## src/rtl/if_fetch_unit_if.sv

```systemverilog
// Instruction-memory request/response bundle between the fetch unit (master)
// and the instruction memory (slave).
interface if_fetch_unit_if;
  logic        imem_req;
  logic [31:0] imem_addr;
  logic        imem_ack;
  logic [31:0] imem_rdata;

  modport master (
    output imem_req,
    output imem_addr,
    input  imem_ack,
    input  imem_rdata
  );

  modport slave (
    input  imem_req,
    input  imem_addr,
    output imem_ack,
    output imem_rdata
  );
endinterface

```

## src/rtl/if_fetch_unit.sv

```systemverilog
// Instruction-fetch stage feeding the IF/ID register: PC, imem handshake, stall/redirect handling.
// Define FETCH_STAT_EN to add the fetch_count / bubble_count statistics outputs.
module if_fetch_unit #(
  parameter logic [31:0] RESET_PC = 32'h0000_0000
) (
  input  logic        clk,
  input  logic        reset,
  input  logic        stall,
  input  logic        redirect,
  input  logic [31:0] redirect_pc,
  if_fetch_unit_if.master imem,
  output logic [31:0] ReadInst,
  output logic [31:0] IF_PC_Plus_4,
  output logic        fetch_valid,
  output logic        hold,
`ifdef FETCH_STAT_EN
  output logic [31:0] fetch_count,
  output logic [31:0] bubble_count,
`endif
  output logic        flush
);

  typedef enum logic [1:0] {
    S_REQ  = 2'd0,
    S_BUF  = 2'd1,
    S_DROP = 2'd2
  } state_t;

  state_t      state_reg, state_next;
  logic [31:0] pc_reg, pc_next;
  logic [31:0] inst_buf_reg, inst_buf_next;
  logic [31:0] tgt_pc_reg, tgt_pc_next;

  logic        req_raw;
  logic        valid_raw;
  logic [31:0] inst_raw;
  logic [31:0] redirect_tgt;
  logic [31:0] pc_plus_4;

  assign redirect_tgt = redirect_pc & ~32'h3;
  assign pc_plus_4    = pc_reg + 32'd4;

  always_ff @(posedge clk or negedge reset) begin
    if (!reset) begin
      state_reg    <= S_REQ;
      pc_reg       <= RESET_PC;
      inst_buf_reg <= '0;
      tgt_pc_reg   <= '0;
    end else begin
      state_reg    <= state_next;
      pc_reg       <= pc_next;
      inst_buf_reg <= inst_buf_next;
      tgt_pc_reg   <= tgt_pc_next;
    end
  end

  always_comb begin
    state_next    = state_reg;
    pc_next       = pc_reg;
    inst_buf_next = inst_buf_reg;
    tgt_pc_next   = tgt_pc_reg;
    req_raw       = 1'b0;
    valid_raw     = 1'b0;
    inst_raw      = '0;
    case (state_reg)
      S_REQ: begin
        req_raw = 1'b1;
        if (imem.imem_ack) begin
          if (redirect) begin
            pc_next = redirect_tgt;
          end else if (!stall) begin
            valid_raw = 1'b1;
            inst_raw  = imem.imem_rdata;
            pc_next   = pc_plus_4;
          end else begin
            inst_buf_next = imem.imem_rdata;
            state_next    = S_BUF;
          end
        end else if (redirect) begin
          // Request must stay on the bus until acked; remember where to go next.
          tgt_pc_next = redirect_tgt;
          state_next  = S_DROP;
        end
      end
      S_BUF: begin
        valid_raw = 1'b1;
        inst_raw  = inst_buf_reg;
        if (redirect) begin
          pc_next    = redirect_tgt;
          state_next = S_REQ;
        end else if (!stall) begin
          pc_next    = pc_plus_4;
          state_next = S_REQ;
        end
      end
      S_DROP: begin
        req_raw = 1'b1;
        if (redirect) begin
          tgt_pc_next = redirect_tgt;
        end
        if (imem.imem_ack) begin
          pc_next    = redirect ? redirect_tgt : tgt_pc_reg;
          state_next = S_REQ;
        end
      end
      default: begin
        state_next = S_REQ;
      end
    endcase
  end

  // Everything handed downstream is forced quiet while reset is held low.
  assign imem.imem_req  = reset & req_raw;
  assign imem.imem_addr = pc_reg;
  assign fetch_valid    = reset & valid_raw;
  assign ReadInst       = reset ? inst_raw : 32'd0;
  assign IF_PC_Plus_4   = pc_plus_4;
  assign hold           = reset & stall & ~redirect;
  assign flush          = reset & (redirect | (~fetch_valid & ~stall));

`ifdef FETCH_STAT_EN
  always_ff @(posedge clk or negedge reset) begin
    if (!reset) begin
      fetch_count  <= '0;
      bubble_count <= '0;
    end else begin
      if (fetch_valid && !hold && !flush) begin
        fetch_count <= fetch_count + 32'd1;
      end
      if (flush) begin
        bubble_count <= bubble_count + 32'd1;
      end
    end
  end
`endif

endmodule

```

## src/flat_wrapper.sv

```systemverilog
// flat-port wrapper written by rule: the top's interface ports become plain ports
module if_fetch_unit_flat 
#(
  parameter logic [31:0] RESET_PC = 32'h0000_0000
)
  (clk, reset, stall, redirect, redirect_pc, ReadInst, IF_PC_Plus_4, fetch_valid, hold, flush, imem_imem_req, imem_imem_addr, imem_imem_ack, imem_imem_rdata);
  if_fetch_unit_if imem_i ();
  input  logic clk;
  input  logic reset;
  input  logic stall;
  input  logic redirect;
  input  logic [31:0] redirect_pc;
  output logic [31:0] ReadInst;
  output logic [31:0] IF_PC_Plus_4;
  output logic fetch_valid;
  output logic hold;
  output logic flush;
  output wire logic [$bits(imem_i.imem_req)-1:0] imem_imem_req;
  output wire logic [$bits(imem_i.imem_addr)-1:0] imem_imem_addr;
  input wire logic [$bits(imem_i.imem_ack)-1:0] imem_imem_ack;
  input wire logic [$bits(imem_i.imem_rdata)-1:0] imem_imem_rdata;
  assign imem_imem_req = imem_i.imem_req;
  assign imem_imem_addr = imem_i.imem_addr;
  assign imem_i.imem_ack = imem_imem_ack;
  assign imem_i.imem_rdata = imem_imem_rdata;
  if_fetch_unit #(.RESET_PC(RESET_PC)) u_core (.clk(clk), .reset(reset), .stall(stall), .redirect(redirect), .redirect_pc(redirect_pc), .imem(imem_i), .ReadInst(ReadInst), .IF_PC_Plus_4(IF_PC_Plus_4), .fetch_valid(fetch_valid), .hold(hold), .flush(flush));
endmodule
```

## config.mk

```make
export PLATFORM = sky130hd
export DESIGN_NAME = if_fetch_unit_flat
export DESIGN_NICKNAME = d
export VERILOG_FILES = /design/src/rtl/if_fetch_unit_if.sv /design/src/rtl/if_fetch_unit.sv /design/src/flat_wrapper.sv
export SDC_FILE = /design/constraint.sdc
export NUM_CORES = 1
export LEC_CHECK = 0
export BUFFER_PORTS_ARGS = -buffer_cell sky130_fd_sc_hd__buf_2
export CAP_MARGIN = 25
export CORE_MARGIN = 5
export CORE_UTILIZATION = 48
export CTS_CLUSTER_SIZE = 16
export DETAILED_ROUTE_END_ITERATION = 8
export PLACE_DENSITY = 0.83
export SLEW_MARGIN = 20
export SYNTH_ARGS = -nofsm -noshare
export SYNTH_HDL_FRONTEND = slang
export SYNTH_SLANG_ARGS = --single-unit
```

## constraint.sdc

```tcl
create_clock -name clk -period 2.05 [get_ports clk]
set_input_delay 0.41 -clock clk [delete_from_list [all_inputs] [get_ports clk]]
set_output_delay 0.41 -clock clk [all_outputs]
set_load 0.01 [all_outputs]
```

==> results.cfg <==
[run_status]
outcome = finished with violations
violations = setup timing

[yosys]
syn_nets = 641
synth_flop_cell = dfrtp_1
yosys.area.top_type = dfrtp_1
synth_most_common_cell = dfrtp_1
synth-seq-cells = 98
syn_inst = 571
yosysSeqAreaShare_pct = 42.27
synth_area_leaders = dfrtp_1 42%, mux2_2 12%, a22oi_1 4.1%
synth_edf_count = 0
async_flop_share_pct = 100.0
ys_top_cells_by_count = 98 x dfrtp_1, 64 x mux2_2, 44 x nor2_1
synth_area_um2 = 5802
synth_top_area_share_pct = 42.27
postSynthAreaPerCell_um2 = 10.16
yosysUniqueCellTypes = 56
ys_warn_count = 0

[power_and_ir_drop]
ir_worst_vdd_uv = 582.7
p_leak_nw = 3.750
power_frac_clock_pct = 27.0
power.switching_w = 0.002368
sw_frac_of_total_pct = 33.32
p_comb_share_pct = 35.5
powerDensity_nw_per_um2 = 849.3
pwr-share-seq_pct = 37.5
p_int_w = 0.004739

[grt]
grt_pass1_wl_um = 31310
grt_pass1_vias = 5999
antenna_found_initial = 2
grt_remaining_overflow = 0
track_usage_pct = 26.96
grt_max_degree = 46

[cells_and_area]
final_util_pct = 70.25
antenna_cells = 0
drive_gt1_share_pct = 55.62
layout.nets = 874
stdcell_area_um2 = 8368
syn_to_final_growth_pct = 44.23

[place]
pre_cts_slack_ns = -0.2884
placed_area_um2 = 7266
routabilityCongestion = 0.9168
hpwl_um = 12960
numPortBuffers = 166

[flow_run]
maxCapViolations = 0

[worst_setup_path]
critPathSlowestCell = or4_4
reg2reg_slack_ns = 0.02
worst_path_largest_cell_delay_ns = 0.49
startpoint_type = flip-flop
crit_fanout = 4
end_kind = output port
r2r-start = u_core.state_reg[0]
cp_cell_sequence = ha_4 -> nand4_1 -> or4_4 -> or3_4 -> xnor2_4 -> buf_2
reg2reg_depth = 7
timing.rr.end = u_core.imem.imem_addr[6]
cp_top_family = simple AND/OR/NAND/NOR gates
crit_type = flip-flop to output port
required_ns = 1.64
crit_buf_inv = 1
cp.arrival_ns = 2.23

[sta]
timing.hold.ws_ns = 0.09230
fmaxAchievable_mhz = 378.1
fin_crit_sh_pct = 129.0
rsz0062_at_grt = true
fin_ws_ns = -0.5948
max_slew_margin_pct = 59.09
finalSetupTns_ns = -14.22
slew_violations = 0
period_needed_ns = 2.645
worstMarginPinSlew_ns = 0.6124
hold_viol_final = 0
setup_viol = 58
fin_worst_skew_ns = 0.006100

[hold_path]
hp-class = input port to asynchronous set/reset pin

[clock_tree]
cts_tree = built
htreeDepth = 3
cts_root_buf = clkbuf_16
clock-sinks = 98
cts_buffers = 9
insertion_delay_ns = 0.35
cts.path.max_buffers = 2
clk_pin_slew_ns = 0.06

[die]
rows = 40
die_y_um = 119.9
core_area_um2 = 11910
initial_core_util_pct = 48.71
die_width_um = 119.9
die-area_um2 = 14390
io_pins = 169

[detailed_routing]
wirelength_um = 20190
drt_iter0_markers = 514
wl_per_cell_um = 21.12
drc_errors = 0
dr.pass1.iters = 6
vias = 5976
ant_nets = 0
viasPerCell = 6.251
## per-layer routing
layer / vias up / GRT usage, % / part of all wire, %
met3: 103 / 6.833 / 9.8
met4: 2 / 13.03 / 4.5
met5: - / 0 / 0.064
li1: 2592 / - / -
met1: 2868 / 32.60 / 37
met2: 411 / 44.85 / 49
## power by group through the flow
stage          Sequential, W  Clock (W)  Combinational (W)
2_1_floorplan        0.00275          0            0.00116
5_1_grt              0.00271    0.00202            0.00269
6_report             0.00267    0.00192            0.00252
4_1_cts              0.00263    0.00193            0.00241
3_5_place_dp         0.00265          0            0.00228
3_3_place_gp         0.00261          0            0.00220
## worst reg2reg max path, delay by kind of cell, from the launching register on
family                 cells  cell delay [ns]
flip-flops                 1             0.40
buffers and inverters      5             0.74
AO/OA/AOI/OAI              2             0.77
## layout make-up
| type | count | area (µm²) |
|---|---|---|
| Clock buffer | 12 | 266.5 |
| Clock inverter | 4 | 72.57 |
| Fill cell | 818 | 3543 |
| Inverter | 14 | 56.30 |
| Multi-Input combinational cell | 407 | 3495 |
| Sequential cell | 98 | 2455 |
| Tap cell | 147 | 183.9 |
| Timing Repair Buffer | 274 | 1839 |
## kinds of logic (layout without fill, tap and decap cells)
family / after synthesis / in the layout / share of synthesized area (%)
AOI/OAI and AO/OA: 124 / 124 / 16.17
xor gates and xnor gates: 28 / 28 / 4.227
adders and majority gates: 1 / 1 / 0.2156
buffers and inverters: 67 / 304 / 5.542
DFF: 98 / 98 / 42.27
muxes: 82 / 82 / 15.53
and+or+nand+nor: 171 / 172 / 16.05
## repair_timing
item / 4_1_cts / 5_1_grt
hold buffers: 1 / 0
pin swaps: 17 / 46
endpoints found under the setup margin: 60 / 75
gates cloned: 5 / 1
buffers inserted: 20 / 19
gates resized for setup: 51 / 48
endpoints found under the hold margin: 4 / 0
## cells in the final DEF (no fill, tap or decap), drive strengths merged, types with 11 or more instances in the layout
master / synthesis / final
mux2: 64 / 64
nand3: 18 / 18
o211ai: 12 / 12
inv: 14 / 13
clkbuf: 38 / 13
xnor2: 20 / 20
a31o: 14 / 14
buf: 13 / 272
nor2: 44 / 44
mux2i: 18 / 18
nand4: 14 / 14
or3: 11 / 11
nand2: 22 / 22
and2: 21 / 21
a22oi: 32 / 32
dfrtp: 98 / 98
## stage by stage
step | total power, W | cells
5_1_grt | 0.007423 | 956
3_5_place_dp | 0.004930 | 902
4_1_cts | 0.006967 | 943
2_1_floorplan | 0.003915 | 571
3_3_place_gp | 0.004816 | 902
6_report | 0.007107 | 956
## worst max-delay path by stage
stage,endpoint,depth (start not counted),start,slack [ns]
after CTS,IF_PC_Plus_4[28],6,u_core.imem.imem_addr[2],-0.60
after floorplan,IF_PC_Plus_4[28],6,u_core.imem.imem_addr[15],-0.24
after global routing,IF_PC_Plus_4[30],6,u_core.imem.imem_addr[2],-0.65
after global placement,IF_PC_Plus_4[23],6,u_core.imem.imem_addr[12],-0.23
after detailed placement,IF_PC_Plus_4[23],6,u_core.imem.imem_addr[14],-0.29
final,IF_PC_Plus_4[28],6,u_core.imem.imem_addr[2],-0.59
No activity file was read; power rests on OpenSTA's default activity.
